$ cat src/rtl/fpu_issue_ctrl_pkg.sv
// Shared FP cluster definitions: function codes,
// default unit latencies and unit-sharing helpers.
package fpu_issue_ctrl_pkg;

  localparam logic [2:0] F_NOP    = 3'd0;
  localparam logic [2:0] F_AddSub = 3'd1;
  localparam logic [2:0] F_Mul    = 3'd2;
  localparam logic [2:0] F_Div    = 3'd3;
  localparam logic [2:0] F_Sqrt   = 3'd4;
  localparam logic [2:0] F_AbsOpp = 3'd5;
  localparam logic [2:0] F_Trns   = 3'd6;

  localparam int ADD_LAT_D  = 2;
  localparam int MUL_LAT_D  = 3;
  localparam int DIV_LAT_D  = 8;
  localparam int SQRT_LAT_D = 10;
  localparam int MAX_LAT_D  = 10;

  // AbsOpp is replicated per slot; NOP uses no unit
  function automatic logic is_shared(
    input logic [2:0] op
  );
    return (op != F_NOP) && (op != F_AbsOpp);
  endfunction

endpackage

$ cat src/rtl/fpu_wb_track.sv
// Per-result-port reservation shift register and
// completion pipeline feeding the registered writeback.
module fpu_wb_track
  import fpu_issue_ctrl_pkg::*;
#(
  parameter int REG_AW  = 5,
  parameter int MAX_LAT = 10,
  parameter int LW      = $clog2(MAX_LAT + 1)
) (
  input  logic              clk,
  input  logic              rst_n,
  input  logic [LW-1:0]     lat,
  input  logic              issue,
  input  logic [2:0]        op,
  input  logic [REG_AW-1:0] dst,
  output logic              can_reserve,
  output logic              wb_en,
  output logic [2:0]        wb_op,
  output logic [REG_AW-1:0] wb_dst
);

  // entry i completes i+1 cycles after the current one
  logic [MAX_LAT-1:0] res;
  logic [2:0]         pop  [MAX_LAT];
  logic [REG_AW-1:0]  pdst [MAX_LAT];

  logic [MAX_LAT-1:0] cur_v;
  logic [2:0]         cur_op  [MAX_LAT];
  logic [REG_AW-1:0]  cur_dst [MAX_LAT];

  // check the slot at offset lat and merge a new issue into it
  always_comb begin
    cur_v       = res;
    cur_op      = pop;
    cur_dst     = pdst;
    can_reserve = 1'b1;
    for (int i = 0; i < MAX_LAT; i++) begin
      if (lat == LW'(i + 1)) begin
        can_reserve = !res[i];
        if (issue) begin
          cur_v[i]   = 1'b1;
          cur_op[i]  = op;
          cur_dst[i] = dst;
        end
      end
    end
  end

  // advance one cycle; offset 0 becomes the writeback
  always_ff @(posedge clk or negedge rst_n) begin
    if (!rst_n) begin
      res    <= '0;
      wb_en  <= 1'b0;
      wb_op  <= F_NOP;
      wb_dst <= '0;
      for (int i = 0; i < MAX_LAT; i++) begin
        pop[i]  <= F_NOP;
        pdst[i] <= '0;
      end
    end else begin
      res    <= cur_v >> 1;
      wb_en  <= cur_v[0];
      wb_op  <= cur_v[0] ? cur_op[0] : F_NOP;
      wb_dst <= cur_v[0] ? cur_dst[0] : '0;
      for (int i = 0; i < MAX_LAT - 1; i++) begin
        pop[i]  <= cur_op[i+1];
        pdst[i] <= cur_dst[i+1];
      end
      pop[MAX_LAT-1]  <= F_NOP;
      pdst[MAX_LAT-1] <= '0;
    end
  end

endmodule

$ cat src/rtl/fpu_issue_ctrl.sv
// Two-slot FP issue and writeback scheduler:
// unit/port hazard checks, pending retry, result steering.
module fpu_issue_ctrl
  import fpu_issue_ctrl_pkg::*;
#(
  parameter int REG_AW   = 5,
  parameter int ADD_LAT  = ADD_LAT_D,
  parameter int MUL_LAT  = MUL_LAT_D,
  parameter int DIV_LAT  = DIV_LAT_D,
  parameter int SQRT_LAT = SQRT_LAT_D,
  parameter int MAX_LAT  = MAX_LAT_D
) (
  input  logic              clk,
  input  logic              rst_n,
  input  logic              bundle_valid,
  output logic              bundle_ready,
  input  logic [2:0]        op1,
  input  logic [2:0]        op2,
  input  logic [REG_AW-1:0] dst1,
  input  logic [REG_AW-1:0] dst2,
  output logic [2:0]        InSel1,
  output logic [2:0]        InSel2,
  output logic [2:0]        OutSel1,
  output logic [2:0]        OutSel2,
  output logic              wb1_en,
  output logic              wb2_en,
  output logic [REG_AW-1:0] wb1_dst,
  output logic [REG_AW-1:0] wb2_dst,
  output logic              div_busy,
  output logic              sqrt_busy
);

  localparam int LW = $clog2(MAX_LAT + 1);

  if (ADD_LAT < 1 || ADD_LAT > MAX_LAT ||
      MUL_LAT < 1 || MUL_LAT > MAX_LAT ||
      DIV_LAT < 1 || DIV_LAT > MAX_LAT ||
      SQRT_LAT < 1 || SQRT_LAT > MAX_LAT ||
      MAX_LAT < 1) begin : g_lat_bad
    $error("fpu_issue_ctrl: latency out of 1..MAX_LAT");
  end

  function automatic logic [LW-1:0] lat_of(
    input logic [2:0] op
  );
    logic [LW-1:0] l;
    l = '0;
    case (op)
      F_AddSub: l = LW'(ADD_LAT);
      F_Mul:    l = LW'(MUL_LAT);
      F_Div:    l = LW'(DIV_LAT);
      F_Sqrt:   l = LW'(SQRT_LAT);
      F_AbsOpp: l = LW'(1);
      F_Trns:   l = LW'(1);
      default:  l = '0;
    endcase
    return l;
  endfunction

  logic              p1_v, p2_v;
  logic [2:0]        p1_op, p2_op;
  logic [REG_AW-1:0] p1_dst, p2_dst;
  logic [LW-1:0]     div_cnt, sqrt_cnt;

  logic              accept;
  logic [2:0]        c1, c2;
  logic [REG_AW-1:0] cd1, cd2;
  logic [LW-1:0]     lat1, lat2;
  logic              free1, free2;
  logic              can1, can2;
  logic              issue1, issue2;
  logic              div_go, sqrt_go;

  // candidate per slot: pending op first, else the offered one
  always_comb begin
    bundle_ready = !p1_v && !p2_v;
    accept = bundle_valid && bundle_ready;
    c1  = p1_v ? p1_op  : (accept ? op1  : F_NOP);
    cd1 = p1_v ? p1_dst : (accept ? dst1 : '0);
    c2  = p2_v ? p2_op  : (accept ? op2  : F_NOP);
    cd2 = p2_v ? p2_dst : (accept ? dst2 : '0);
    lat1 = lat_of(c1);
    lat2 = lat_of(c2);
  end

  // hazard checks; slot 1 wins a shared unit
  always_comb begin
    free1 = !((c1 == F_Div  && div_cnt  != '0) ||
              (c1 == F_Sqrt && sqrt_cnt != '0));
    free2 = !((c2 == F_Div  && div_cnt  != '0) ||
              (c2 == F_Sqrt && sqrt_cnt != '0));
    issue1 = (c1 != F_NOP) && free1 && can1;
    issue2 = (c2 != F_NOP) && free2 && can2 &&
             !(issue1 && c1 == c2 && is_shared(c2));
    InSel1 = issue1 ? c1 : F_NOP;
    InSel2 = issue2 ? c2 : F_NOP;
    div_go  = (issue1 && c1 == F_Div)  ||
              (issue2 && c2 == F_Div);
    sqrt_go = (issue1 && c1 == F_Sqrt) ||
              (issue2 && c2 == F_Sqrt);
    div_busy  = div_cnt  != '0;
    sqrt_busy = sqrt_cnt != '0;
  end

  // pending capture on accept, release on issue
  always_ff @(posedge clk or negedge rst_n) begin
    if (!rst_n) begin
      p1_v   <= 1'b0;
      p1_op  <= F_NOP;
      p1_dst <= '0;
      p2_v   <= 1'b0;
      p2_op  <= F_NOP;
      p2_dst <= '0;
    end else begin
      if (p1_v) begin
        if (issue1) p1_v <= 1'b0;
      end else if (accept && op1 != F_NOP && !issue1) begin
        p1_v   <= 1'b1;
        p1_op  <= op1;
        p1_dst <= dst1;
      end
      if (p2_v) begin
        if (issue2) p2_v <= 1'b0;
      end else if (accept && op2 != F_NOP && !issue2) begin
        p2_v   <= 1'b1;
        p2_op  <= op2;
        p2_dst <= dst2;
      end
    end
  end

  // busy counters reach zero exactly when a reissue is legal
  always_ff @(posedge clk or negedge rst_n) begin
    if (!rst_n) begin
      div_cnt  <= '0;
      sqrt_cnt <= '0;
    end else begin
      if (div_go)
        div_cnt <= LW'(DIV_LAT - 1);
      else if (div_cnt != '0)
        div_cnt <= div_cnt - LW'(1);
      if (sqrt_go)
        sqrt_cnt <= LW'(SQRT_LAT - 1);
      else if (sqrt_cnt != '0)
        sqrt_cnt <= sqrt_cnt - LW'(1);
    end
  end

  fpu_wb_track #(
    .REG_AW  (REG_AW),
    .MAX_LAT (MAX_LAT),
    .LW      (LW)
  ) u_port1 (
    .clk         (clk),
    .rst_n       (rst_n),
    .lat         (lat1),
    .issue       (issue1),
    .op          (c1),
    .dst         (cd1),
    .can_reserve (can1),
    .wb_en       (wb1_en),
    .wb_op       (OutSel1),
    .wb_dst      (wb1_dst)
  );

  fpu_wb_track #(
    .REG_AW  (REG_AW),
    .MAX_LAT (MAX_LAT),
    .LW      (LW)
  ) u_port2 (
    .clk         (clk),
    .rst_n       (rst_n),
    .lat         (lat2),
    .issue       (issue2),
    .op          (c2),
    .dst         (cd2),
    .can_reserve (can2),
    .wb_en       (wb2_en),
    .wb_op       (OutSel2),
    .wb_dst      (wb2_dst)
  );

endmodule
$ cat config.mk
export PLATFORM = sky130hd
export DESIGN_NAME = fpu_issue_ctrl
export DESIGN_NICKNAME = d
export VERILOG_FILES = /design/src/rtl/fpu_issue_ctrl_pkg.sv /design/src/rtl/fpu_wb_track.sv /design/src/rtl/fpu_issue_ctrl.sv
export SDC_FILE = /design/constraint.sdc
export NUM_CORES = 1
export LEC_CHECK = 0
export ABC_AREA = 1
export ABC_CLOCK_PERIOD_IN_PS = 4200
export BUFFER_PORTS_ARGS = -buffer_cell sky130_fd_sc_hd__buf_2
export CORE_MARGIN = 5
export CORE_UTILIZATION = 30
export CTS_CLUSTER_DIAMETER = 80
export DETAILED_ROUTE_END_ITERATION = 16
export MAX_ROUTING_LAYER = met4
export PLACE_DENSITY_LB_ADDON = 0.15
export RECOVER_POWER = 50
export SYNTH_ARGS = -nofsm -noshare
export SYNTH_HDL_FRONTEND = slang
export SYNTH_HIERARCHICAL = 1
export SYNTH_SLANG_ARGS = --single-unit
$ cat constraint.sdc
create_clock -name clk -period 4.2 [get_ports clk]
set_clock_uncertainty 0.15 [all_clocks]
set_input_delay 0.63 -clock clk [delete_from_list [all_inputs] [get_ports clk]]
set_output_delay 0.63 -clock clk [all_outputs]
set_load 0.05 [all_outputs]
==> metrics.txt, run 1 <==
status complete, but fails checks; failing checks max-capacitance violations, max-slew violations; total CTS buffers 24; Hold Crit Class input pin to flop; Antenna Nets Post-Route 0; synth-to-layout area growth 18.8%; TritonRoute pass-1 iters 4; maximum VDD drop around 370 µV; CTS clock-pin slew for the worst setup and hold paths ~0.060 ns; ys flop type dfrtp_1; DIE AREA about 32000 µm²; Overall Global Routing Usage a little over a tenth; highest-count cells in the layout ignoring fill and taps nand2_1, dfrtp_1, o21ai_0, o21ai_1, inv_1; CTS tree built; I/O pins 46; Synth Instances approximately 900; Final GP Congestion about 0.78; overall power 7.39 mW; Syn. warnings 6; first-pass GRT wire length around 30 mm; final core area utilization 36.0%; Worst Hold Path Cells 3; DR iter-0 viols between 300 and 400; commonest non-fill, non-tap cell in the layout nand2_1; wirelength, routed between 15 and 20 mm; Antenna Diode Count 0; fillers between 2000 and 3000; share of cells above drive strength 1 between 20% and 30%; EDFF count, synth 0; root buffer cell clkbuf_16; final critical-path required period 3.99 ns; mux cell area share after synthesis 0%; die span in y around 180 µm; Routed WL per cell between 10 and 15 µm; count of pins over their slew limit between 90 and 100; final hold viol count 0; max-capacitance violation count 1; vias in the first global route 5678; post-synthesis adder-cell area fraction less than 1%; ys async rst share between 90% and 100%; die width approximately 180 µm; DP Wirelength approximately 11 mm; Initial Util a little under a third; Yosys cell types 32; buffers added on ports 45; Worst Tran Pin Value around 2.5 ns; synthesized area approximately 8600 µm²; # DRC 0; crit path launch type flop; synthesized area per cell just under 10 µm²; placed insts around 1300; Yosys reg bits approximately 210; Fin Hold WS between 0.2 and 0.25 ns; fin crit share between 90 and 100%; CP max stage delay around 0.45 ns; CP max-delay cell dfrtp_2; Critical Path Fanout Max 8; grt ovf 0; Cell Pwr Density between 700 and 800 nW/µm²; FP Rows 62; Final #Nets ~980; CP required between 3 and 4 ns; Multi-input gate area roughly 3100 µm²; Worst R2R Path Depth 26; critical path cell sequence nor2_8, nand3_4, nand2_8, nand2_4, a21oi_2, a21oi_2, buf_6, inv_4, nor2_4, nand3_2, nand2_1, o21ai_1, nand2_1, nand2_1, nand3_2, nand2_2, nand3_2, o21bai_4, a21oi_2, buf_6; CTS max path bufs 3; fmax 251 MHz; largest family of logic cells by synthesized area simple AND/OR/NAND/NOR gates; H-tree Lvls 1; Std-Cell Core Area around 29000 µm²; Rel. slew slack -63.6%; final non-filler cell total between 1000 and 1500; register area 5160 µm²; worst skew pair latency ~0.50 ns; largest net degree at the start of global routing 97; Synth Area in XOR/XNOR 0.304%; cts hold-fix bufs 0; final setup fails 0; Synth Area in Compound Gates between 10% and 20%; simple-gate share of the synthesized area around a fifth; initial antenna violation count 0; CP Capture Type primary output; Vias/cell ~4.3; leakage power 4.93 nW; detailed-route via count between 5000 and 6000; clock sinks between 200 and 250; CP Data Arrival Time between 3 and 4 ns; critical path class flop to primary output; post-synthesis sequential area ratio between 50 and 60%
[routing by layer]
metal / share of wire [%] / vias up / global-route usage, %
met2: 43 / 79 / 15.4
li1: - / 3018 / -
met3: 3.2 / 22 / 1.66
met4: 1.7 / 0 / 2.96
met1: 52 / 2671 / 16.5
met5: 0 / - / -
[what timing repair did]
| action | in CTS | in global routing |
|---|---|---|
| setup buffers | 0 | 17 |
| pin swaps | 0 | 19 |
| resized for setup | 11 | 38 |
| endpoints found under the hold margin | 0 | 0 |
| setup endpoints to repair | 6 | 12 |
[through the flow]
step                setup TNS (ns)  worst slack, ns  area, µm²
floorplan                   -0.126          -0.0629       8650
detailed placement               0            0.106       9260
global placement                 0            0.143       9260
global route               -0.0414          -0.0183      10300
CTS                              0          0.00187      10100
finish                           0            0.212      10300
[flip-flops by register name, indices dropped and copies added, names as in the netlist]
name / flops
p2_op: 3
u_port1/wb_en: 1
p2_v: 1
u_port1/pdst: 45
u_port2/wb_en: 1
u_port2/pdst: 45
p1_v: 1
p1_dst: 5
sqrt_cnt: 4
u_port1/wb_op: 3
u_port2/res: 9
u_port1/res: 9
div_cnt: 4
u_port2/pop: 27
u_port2/wb_op: 3
u_port1/pop: 27
p2_dst: 5
u_port1/wb_dst: 5
u_port2/wb_dst: 5
p1_op: 3
[worst paths after layout]
| check | end | startpoint | slack (ns) |
|---|---|---|---|
| worst max-delay path | InSel2[0] | p1_v | 0.21 |
| worst min-delay path | p2_dst[1] | dst2[1] | 0.22 |
| worst max register to register | u_port2/wb_dst[1] | p1_v | 0.33 |
| worst min register to register | u_port1/res[4] | u_port1/res[5] | 0.29 |
| max in group asynchronous | u_port1/pop[17] | rst_n | 0.79 |
| min in group asynchronous | p1_dst[3] | rst_n | 0.72 |
[cell type report]
type                       count  area share, %
clock buffer                  36           7.08
clock inverter                 5          0.293
inverter                      82           3.05
multi-input combinational    574           30.2
sequential                   206           50.2
tap                          384           4.68
timing repair buffer          74           4.51
[logic make-up (layout without fill, tap and decap cells)]
logic type | after synthesis | after routing
other | 1 | 4
adders and majority gates | 2 | 2
DFF | 206 | 206
xor gates and xnor gates | 3 | 3
buffers and inverters | 108 | 197
AOI/OAI and AO/OA | 182 | 182
and+or+nand+nor | 383 | 383
[worst max-delay path: cells and delay by family (launching register included)]
kind	cells	cell delay (ns)
flip-flops	1	0.45
AND/OR/NAND/NOR	12	1.16
AO/OA/AOI/OAI	5	0.71
buffers and inverters	3	0.38
[cells in the mapped netlist (7+ instances only)]
| cell | number | area share, % |
|---|---|---|
| o21ai_2 | 51 | 5.2 |
| o21ai_0 | 15 | 0.87 |
| nor2_1 | 41 | 1.8 |
| nand2_2 | 13 | 0.94 |
| buf_2 | 9 | 0.52 |
| nand3_1 | 48 | 2.8 |
| nand3_2 | 15 | 1.7 |
| inv_1 | 54 | 2.3 |
| inv_2 | 26 | 1.1 |
| dfrtp_1 | 206 | 60 |
| buf_6 | 12 | 1.6 |
| o21ai_1 | 101 | 5.9 |
| nor2_2 | 10 | 0.72 |
| nand2_1 | 233 | 10 |
| or2_2 | 7 | 0.51 |
[power breakdown]
part | internal [mW] | leakage (nW) | total [mW] | switching, mW
Sequential | 2.39 | 2.82 | 2.56 | 0.168
Clock | 1.19 | 0.369 | 1.97 | 0.786
Combinational | 0.890 | 1.74 | 2.86 | 1.97
Power figures use the tool's default switching activity.
==> run 2, diff against run 1 <==
- ABC_AREA: 1 -> 0
- ABC_CLOCK_PERIOD_IN_PS: 4200 -> 3800
- clock period: 4.2 -> 3.8 ns (I/O delays scaled with it)
==> run 2 against run 1 <==
The flow finishes with violations (max-capacitance violations, max-slew violations, negative setup slack). Design area increased by 8.1%. Setup slack got worse by 0.34 ns. Cell count decreased by 12%. Total power increased by 19%. Synthesized cell count decreased by 27%. First-iteration DRC count decreased by 49%. Global-route usage increased by 1.1 points. Largest power group unchanged.
==> metrics.txt, run 2 <==
status complete, but fails checks; failing checks max-capacitance violations, max-slew violations, negative setup slack; fin crit share 103%; count of pins over their slew limit 76; Yosys cell types 64; synth top area cells dfrtp_1, mux2_2, nand2_1, o21ai_0, mux2_4; largest net degree at the start of global routing just over 90; Antenna Diode Count 0; CTS tree built; root buffer cell clkbuf_16; Worst Tran Pin Value 1.92 ns; die span in y ~180 µm; ys async rst share between 90% and 100%; synthesized area a little under 9000 µm²; Yosys reg bits approximately 210; worst skew pair latency about 0.5 ns; die width between 150 and 200 µm; share of cells above drive strength 1 47.5%; DP Wirelength 12.8 mm; Fin Hold WS between 0.15 and 0.2 ns; Logic pwr share a little over 40%; switching power share of the total about a third; final setup fails 6; post-synthesis sequential area ratio about three fifths; detailed-route via count around 5300; synthesized area per cell about 13 µm²; Final #Nets just over 800; post-synth top area share approximately 60%; Seq pwr share 33.3%; H-tree Lvls 1; top-count cell post-synth dfrtp_1; DIE AREA about 32000 µm²; ys flop type dfrtp_1; fmax about 250 MHz; Synth top cells by count dfrtp_1, mux2_2, nand2_1; DR iter-0 viols around 170; final hold viol count 0; critical path class flop to primary output; synth-to-layout area growth 27.7%; FP Rows 62; Cell Pwr Density a little under 800 nW/µm²; Vias/cell about 4.5; Antenna Nets Post-Route 0; CTS clock-pin slew for the worst setup and hold paths around 0.06 ns; Hold Crit Class input pin to flop; Routed WL per cell around 16 µm; first-pass GRT wire length between 30 and 40 mm; I/O pins 46; CTS max path bufs 3; Synth Instances roughly 650; final critical-path required period around 4 ns; RSZ-0062 raised after global routing true; Final GP Congestion around 0.83; CP Capture Type primary output; grt ovf 0; # DRC 0; CP Data Arrival Time 3.21 ns; max-capacitance violation count 1; Rel. slew slack -27.9%; clock sinks between 200 and 250; vias in the first global route slightly below 6000; leakage power 5.45 nW; maximum VDD drop between 300 and 400 µV; Initial Util a little under a third; Critical Path Fanout Max 6; buffers added on ports 45; Switch Pwr between 3 and 4 mW; crit path launch type flop; Std-Cell Core Area roughly 29000 µm²; wirelength, routed between 15 and 20 mm; Pint between 5 and 6 mW; Syn. warnings 6; TritonRoute pass-1 iters 4; EDFF count, synth 0; total CTS buffers 24; CP required 3.08 ns; initial antenna violation count 0; Fin Setup TNS -0.391 ns; Final Worst Setup Slack -0.129 ns; Overall Global Routing Usage 12.1%; Clock power frac between 20% and 30%; largest registers u_port1/pdst x45, u_port2/pdst x45; commonest non-fill, non-tap cell in the layout dfrtp_1; cell taking the most area after synthesis dfrtp_1; highest-count cells in the layout ignoring fill and taps dfrtp_1, mux2_2, buf_4, nand2_1, clkbuf_16
[run 2: layout make-up]
cell class	count	area, µm²
Timing Repair Buffer	129	970
Fill cell	2732	17500
Clock inverter	13	120
Clock buffer	31	698
Inverter	22	93.8
Sequential cell	206	5160
Multi-Input combinational cell	407	3580
Tap cell	384	480
[run 2: cell families after synthesis]
kind of cell / count (synthesis) / share of synthesized area, %
adders and majority gates: 2 / 0.288
and+or+nand+nor: 160 / 11.7
buffers and inverters: 51 / 2.69
AOI/OAI and AO/OA: 77 / 6.35
xor gates and xnor gates: 4 / 0.403
other: 1 / 0.0431
muxes: 146 / 19.2
DFF: 206 / 59.3
[run 2: power groups by stage]
stage | sequential [mW] | combinational (mW) | clock, mW
final | 2.92 | 3.56 | 2.31
after global routing | 2.98 | 3.86 | 2.48
after CTS | 2.93 | 3.48 | 2.40
after detailed placement | 2.97 | 3.20 | 0
after global placement | 2.95 | 3.15 | 0
after floorplan | 2.98 | 2.18 | 0
[run 2: metrics by stage]
step                      cell area (µm²)  instances  util (%)  worst slack (ns)  power, mW
after floorplan                      8880        664         -           -0.0358       5.16
after CTS                           11000       1187      38.6            -0.146       8.80
after global placement              10000       1128      34.9            -0.198       6.10
after global routing                11100       1192      38.8            -0.331       9.33
after detailed placement            10000       1128      34.9            -0.180       6.17
final                               11100       1192      38.8            -0.129       8.79
[run 2: timing repair]
item | 4_1_cts | 5_1_grt
hold buffers | 1 | 0
setup endpoints to repair | 39 | 28
gates resized for setup | 31 | 15
gates cloned | 0 | 0
buffers inserted | 14 | 5
pin swaps | 12 | 6
hold endpoints to repair | 73 | 0
[run 2: layer usage]
metal	GRT usage [%]	part of all wire, %	routed length, µm	up-vias
met1	13.6	40	7550	2691
met4	3.57	3.0	561	0
li1	-	-	-	2529
met5	-	0	0	-
met2	22.1	54	10200	64
met3	2.00	2.8	522	43
[run 2: path summary, 6_finish.rpt]
path                       depth (start not counted)                end            from  slack (ns)
max                                               15          InSel2[2]            p2_v       -0.13
min                                                2          p1_dst[0]         dst1[0]        0.17
max reg2reg                                       21  u_port2/wb_dst[3]            p2_v        0.14
min reg2reg                                        1     u_port1/res[4]  u_port1/res[5]        0.31
max in group asynchronous                          3          p2_dst[0]           rst_n        0.91
min in group asynchronous                          2        sqrt_cnt[0]           rst_n        0.99
[run 2: critical path, stage by stage, from the launching register on]
cell and delay (ns):
dfrtp_2 0.44, nand3b_1 0.19, o21a_4 0.24, buf_4 0.16
or3_4 0.41, nand2_2 0.09, nor2b_1 0.16, o21ai_0 0.10
o22ai_1 0.18, o22ai_2 0.13, o221ai_4 0.10, inv_4 0.06
o21ai_4 0.07, nand2_4 0.11, nor2_4 0.11, buf_8 0.15
